File: src/rtl/rob_wb_arbiter.sv
// rob_wb_arbiter: round-robin writeback arbiter feeding the ROB write ports.
// Ports: clk, rst_aL (sync, active-low), flush; req_valid/req_ready/req_addr/
// req_data per requester; registered wr_en/wr_addr/wr_data per ROB port;
// rr_ptr and grant_count are debug views.
module rob_wb_arbiter #(
    parameter  int N_REQ         = 4,
    parameter  int N_WRITE_PORTS = 2,
    parameter  int ENTRY_WIDTH   = 32,
    parameter  int N_ENTRIES     = 8,
    localparam int PTR_WIDTH     = $clog2(N_ENTRIES),
    localparam int REQ_IDX_WIDTH = $clog2(N_REQ),
    localparam int CNT_WIDTH     = $clog2(N_WRITE_PORTS + 1)
) (
    input  logic                                       clk,
    input  logic                                       rst_aL,
    input  logic                                       flush,
    input  logic [N_REQ-1:0]                           req_valid,
    output logic [N_REQ-1:0]                           req_ready,
    input  logic [N_REQ-1:0][PTR_WIDTH-1:0]            req_addr,
    input  logic [N_REQ-1:0][ENTRY_WIDTH-1:0]          req_data,
    output logic [N_WRITE_PORTS-1:0]                   wr_en,
    output logic [N_WRITE_PORTS-1:0][PTR_WIDTH-1:0]    wr_addr,
    output logic [N_WRITE_PORTS-1:0][ENTRY_WIDTH-1:0]  wr_data,
    output logic [REQ_IDX_WIDTH-1:0]                   rr_ptr,
    output logic [CNT_WIDTH-1:0]                       grant_count
);

    logic [N_WRITE_PORTS-1:0]                   wr_en_d, wr_en_q;
    logic [N_WRITE_PORTS-1:0][PTR_WIDTH-1:0]    wr_addr_d, wr_addr_q;
    logic [N_WRITE_PORTS-1:0][ENTRY_WIDTH-1:0]  wr_data_d, wr_data_q;
    logic [REQ_IDX_WIDTH-1:0]                   rr_ptr_d, rr_ptr_q;

    logic [N_WRITE_PORTS-1:0]                     port_vld;
    logic [N_WRITE_PORTS-1:0][REQ_IDX_WIDTH-1:0]  port_sel;
    logic [REQ_IDX_WIDTH-1:0]                     last_idx;
    int                                           cnt;
    int                                           idx;

    // Circular scan from rr_ptr; the k-th valid requester found binds port k.
    always_comb begin
        req_ready = '0;
        port_vld  = '0;
        port_sel  = '0;
        last_idx  = '0;
        cnt       = 0;
        idx       = 0;
        if (rst_aL && !flush) begin
            for (int j = 0; j < N_REQ; j++) begin
                idx = int'(rr_ptr_q) + j;
                if (idx >= N_REQ) idx = idx - N_REQ;
                if (req_valid[idx] && cnt < N_WRITE_PORTS) begin
                    req_ready[idx] = 1'b1;
                    port_vld[cnt]  = 1'b1;
                    port_sel[cnt]  = REQ_IDX_WIDTH'(idx);
                    last_idx       = REQ_IDX_WIDTH'(idx);
                    cnt            = cnt + 1;
                end
            end
        end
        grant_count = CNT_WIDTH'(cnt);
    end

    // Unbound ports keep their last addr/data; only wr_en drops.
    always_comb begin
        wr_en_d   = port_vld;
        wr_addr_d = wr_addr_q;
        wr_data_d = wr_data_q;
        rr_ptr_d  = rr_ptr_q;
        for (int k = 0; k < N_WRITE_PORTS; k++) begin
            if (port_vld[k]) begin
                wr_addr_d[k] = req_addr[port_sel[k]];
                wr_data_d[k] = req_data[port_sel[k]];
            end
        end
        // Explicit wrap so non-power-of-2 N_REQ still cycles correctly.
        if (cnt > 0) begin
            if (last_idx == REQ_IDX_WIDTH'(N_REQ - 1))
                rr_ptr_d = '0;
            else
                rr_ptr_d = last_idx + 1'b1;
        end
    end

    always_ff @(posedge clk) begin
        if (!rst_aL) begin
            wr_en_q   <= '0;
            wr_addr_q <= '0;
            wr_data_q <= '0;
            rr_ptr_q  <= '0;
        end else begin
            wr_en_q   <= wr_en_d;
            wr_addr_q <= wr_addr_d;
            wr_data_q <= wr_data_d;
            rr_ptr_q  <= rr_ptr_d;
        end
    end

    assign wr_en   = wr_en_q;
    assign wr_addr = wr_addr_q;
    assign wr_data = wr_data_q;
    assign rr_ptr  = rr_ptr_q;

endmodule

File: config.mk
export PLATFORM = sky130hd
export DESIGN_NAME = rob_wb_arbiter
export DESIGN_NICKNAME = d
export VERILOG_FILES = /design/src/rtl/rob_wb_arbiter.sv
export SDC_FILE = /design/constraint.sdc
export NUM_CORES = 1
export LEC_CHECK = 0
export ABC_AREA = 1
export BUFFER_PORTS_ARGS = -buffer_cell sky130_fd_sc_hd__buf_2
export CAP_MARGIN = 20
export CELL_PAD_IN_SITES_DETAIL_PLACEMENT = 0
export CELL_PAD_IN_SITES_GLOBAL_PLACEMENT = 1
export CORE_MARGIN = 2
export CORE_UTILIZATION = 33
export CTS_CLUSTER_SIZE = 30
export DETAILED_ROUTE_END_ITERATION = 6
export PLACE_DENSITY_LB_ADDON = 0.1
export REMOVE_ABC_BUFFERS = 1
export SLEW_MARGIN = 40
export SYNTH_ARGS = -nofsm -noshare
export SYNTH_HDL_FRONTEND = slang
export SYNTH_SLANG_ARGS = --single-unit
File: constraint.sdc
create_clock -name clk -period 3.82 [get_ports clk]
set_input_delay 0.382 -clock clk [delete_from_list [all_inputs] [get_ports clk]]
set_output_delay 0.382 -clock clk [all_outputs]
set_load 0.01 [all_outputs]
==> out/results.ini <==
[status]
status = finished clean

[synth]
post_synth_instance_area_um2 = 5730
yosys.area_share.adder_pct = 2.53
synthesized_area_per_cell_um2 = 5.92
synth.lib_cells_used.distinct = 30
yosys.area.top_type_share_pct = 36.6
synth_mux_area_share_pct = 0
synthDominantAreaCellType = sky130_fd_sc_hd__nand3_1
synth-xor-area-share_pct = 0
seq_area_frac_synth_pct = 25.9
yosys_warnings = 0
ys_ff_latch = 74
dominant_combinational_cell_family_by_area_after_synthesis = simple AND/OR/NAND/NOR gates
synth-simple-area-share_pct = 58.4
compound_gate_portion_of_the_synthesized_area_pct = 2.71
synth.area.top_cells = sky130_fd_sc_hd__nand3_1, sky130_fd_sc_hd__dfxtp_1, sky130_fd_sc_hd__nand2_1
instance_count_of_the_mapped_netlist = 967

[setup_path]
worstReg2RegEnd = wr_data[19]
critPathLaunchType = register
critical_path.slowest_cell = sky130_fd_sc_hd__fa_2
reg2reg_path_depth = 21
crit_required_ps = 3440
crit_path_max_incr_delay_ps = 590
arrival_ps = 3150
worst-r2r-setup-slack_ps = 340
path_class = reg2out
critPathMostFrequentCell = sky130_fd_sc_hd__inv_1
crit-reg2reg-launch = rr_ptr[0]
worstPathCellList = inv_4 -> ha_1 -> inv_1 -> nand2_1 -> nand2_2 -> ha_1 -> inv_1 -> nand3_2 -> fa_2 -> inv_1 -> nor2_4 -> nand2_1 -> nand3b_1 -> inv_1 -> buf_2
cp_max_fo = 9
critical_path.endpoint_type = output port
setup.worst_path.start = rr_ptr[0]

[floorplan]
total_number_of_placement_rows = 48
boundaryPins = 227
fp.coreArea_um2 = 17100
effective_utilization_at_floorplan_pct = 33.5
die-area_um2 = 18400
floorplan.die.height_um = 136
die_w_um = 136

[hold_path]
timing.hold.worst.class = in2reg
worstHoldEndpoint = wr_data[17]
min-delay-start = req_data[17]
worstHoldPathCells = 5

[routing]
detailroute.wirelength.met3_um = 1820
ant_nets = 0
route.detailed.drc = 0
via_count = 7466
detailroute.wirelength.met2_um = 11200
detail_route.wl_per_cell_um = 17.4
routed.top_layer = met4
drt-pass1-iter-count = 5
m1WireLength_um = 10400
drt-total-wl_um = 24200
first_iter_violations = 627
post_drt_via_cell_ratio = 5.36

[power_and_ir_drop]
finalPower_mw = 8.33
total_leakage_power_nw = 4.06
power.density_cell_area_nw_per_um2 = 1120
vdd.ir_drop.worst_mv = 0.727

[finish]
utilization_pct = 43.5
final_nets = 1317
areaGrowthSynthToFinish_pct = 30.1
finish.cell_count_without_fillers = 1392
stdcell_area_um2 = 7450
layout-drive-gt1-share_pct = 25.9

[global_routing]
antenna_found_initial = 3
grt_max_degree = 73
grt_first_pass_wirelength_um = 37300
globalRoute.totalOverflow = 0
track_usage_pct = 25.8
grt_pass1_vias = 6739

[cts]
cts_tree = done
postCtsHoldBufs = 0
clock-sinks = 74
clkSlewWorstSetupHoldPaths_ps = 60
clk_latency_ps = 350
clockRootBuffer = sky130_fd_sc_hd__clkbuf_16
cts.path.max_buffers = 2
htree_num_levels = 3
numCtsBuffers = 9

[sta]
finalHoldViolations = 0
max-slew-margin-rel_pct = 56.7
finClkSkew_ps = 5.58
min_period_ps = 3530
postLayoutSetupSlackWorst_ps = 287
setup_violations = 0
final_max_slew_viol_count = 0
finalCritPeriodShare_pct = 92.5
finalSetupTns_ps = 0
fmaxAchievable_mhz = 283
rsz_0062_raised_after_global_routing = false
timing_worst_slew_pin_value_ps = 650
worst_hold_slack_ps = 367

[flow_run]
max_cap_viol_count = 0

[placement]
dpl_worst_slack_ps = 175
io_buffers = 226
routabilityCongestion = 0.855
dp.cells = 1371
post_dp_cell_area_um2 = 7070
place.detailed.hpwl_um = 15700

## layout make-up
| class | instances | area (um2) |
|---|---|---|
| Tap cell | 225 | 282 |
| Multi-Input combinational cell | 759 | 3670 |
| Inverter | 59 | 224 |
| Clock buffer | 12 | 256 |
| Antenna cell | 3 | 7.51 |
| Fill cell | 1893 | 9670 |
| Clock inverter | 4 | 73.8 |
| Timing Repair Buffer | 256 | 1460 |
| Sequential cell | 74 | 1480 |
## layer usage
layer  GRT usage (%)  vias up
met5               0        -
met3            4.15       46
met4            11.1        0
li1                -     3642
met1            34.2     3434
met2            41.6      344
## cell families (layout without fill, tap and decap cells)
family	after synthesis	count (layout)
simple gates	724	724
buf+inv	134	331
flops	74	74
compound gates	24	24
fa+ha+maj	11	11
other cells	0	3
## state kept, by name, summed over array words and instances (netlist names)
signal	flops
wr_addr	6
rr_ptr	2
wr_data	64
wr_en	2
## worst max path at each step
stage	endpoint	slack, ps
floorplan	wr_addr[3]	-1290
global placement	wr_data[19]	260
detailed placement	wr_data[19]	180
CTS	wr_data[19]	150
global route	wr_data[19]	20
finish	grant_count[1]	290
## cells in the mapped netlist
cell and instances:
sky130_fd_sc_hd__a21oi_1 5, sky130_fd_sc_hd__a21oi_4 1, sky130_fd_sc_hd__a221oi_1 2, sky130_fd_sc_hd__buf_1 3
sky130_fd_sc_hd__buf_2 35, sky130_fd_sc_hd__buf_4 12, sky130_fd_sc_hd__buf_6 1, sky130_fd_sc_hd__clkbuf_1 24
sky130_fd_sc_hd__dfxtp_1 74, sky130_fd_sc_hd__fa_1 1, sky130_fd_sc_hd__ha_1 10, sky130_fd_sc_hd__inv_1 49
sky130_fd_sc_hd__inv_2 9, sky130_fd_sc_hd__inv_4 1, sky130_fd_sc_hd__nand2_1 270, sky130_fd_sc_hd__nand2_2 6
sky130_fd_sc_hd__nand3_1 419, sky130_fd_sc_hd__nand3_2 4, sky130_fd_sc_hd__nand3_4 1, sky130_fd_sc_hd__nand3b_1 5
sky130_fd_sc_hd__nand4_1 3, sky130_fd_sc_hd__nor2_1 12, sky130_fd_sc_hd__nor2_2 2, sky130_fd_sc_hd__nor2_4 2
sky130_fd_sc_hd__o211ai_1 1, sky130_fd_sc_hd__o21ai_0 5, sky130_fd_sc_hd__o21ai_1 4, sky130_fd_sc_hd__o21ai_2 2
sky130_fd_sc_hd__o21bai_1 1, sky130_fd_sc_hd__o22ai_1 3
## layout by cell type, fill, tap and decap left out, types with 4 or more instances in the layout
| cell type | netlist | final |
|---|---|---|
| sky130_fd_sc_hd__nand2_1 | 270 | 269 |
| sky130_fd_sc_hd__inv_1 | 49 | 49 |
| sky130_fd_sc_hd__clkbuf_16 | 0 | 9 |
| sky130_fd_sc_hd__o21ai_1 | 4 | 4 |
| sky130_fd_sc_hd__a21oi_1 | 5 | 5 |
| sky130_fd_sc_hd__buf_2 | 35 | 226 |
| sky130_fd_sc_hd__ha_1 | 10 | 10 |
| sky130_fd_sc_hd__inv_2 | 9 | 9 |
| sky130_fd_sc_hd__buf_4 | 12 | 20 |
| sky130_fd_sc_hd__nand2_2 | 6 | 7 |
| sky130_fd_sc_hd__dfxtp_1 | 74 | 74 |
| sky130_fd_sc_hd__buf_12 | 0 | 7 |
| sky130_fd_sc_hd__nand3_1 | 419 | 419 |
| sky130_fd_sc_hd__nor2_1 | 12 | 12 |
| sky130_fd_sc_hd__o21ai_0 | 5 | 5 |
| sky130_fd_sc_hd__nand3b_1 | 5 | 5 |
## repair_timing
item | in CTS | in global routing
resized for setup | 0 | 4
buffers inserted | 0 | 2
endpoints found under the setup margin | 0 | 36
## critical path: cells and delay by family, from the launching register on
kind                     cells  cell delay [ps]
AND/OR/NAND/NOR              6              700
flip-flops                   1              370
buffers and inverters        6              560
adder cells (fa/ha/maj)      3             1150
## power breakdown
| group | internal (mW) | switching, mW |
|---|---|---|
| clock network | 0.609 | 0.371 |
| registers | 1.10 | 0.162 |
| logic | 1.96 | 4.13 |
| total | 3.67 | 4.66 |
Note: power is estimated with default switching activity, not from simulation.
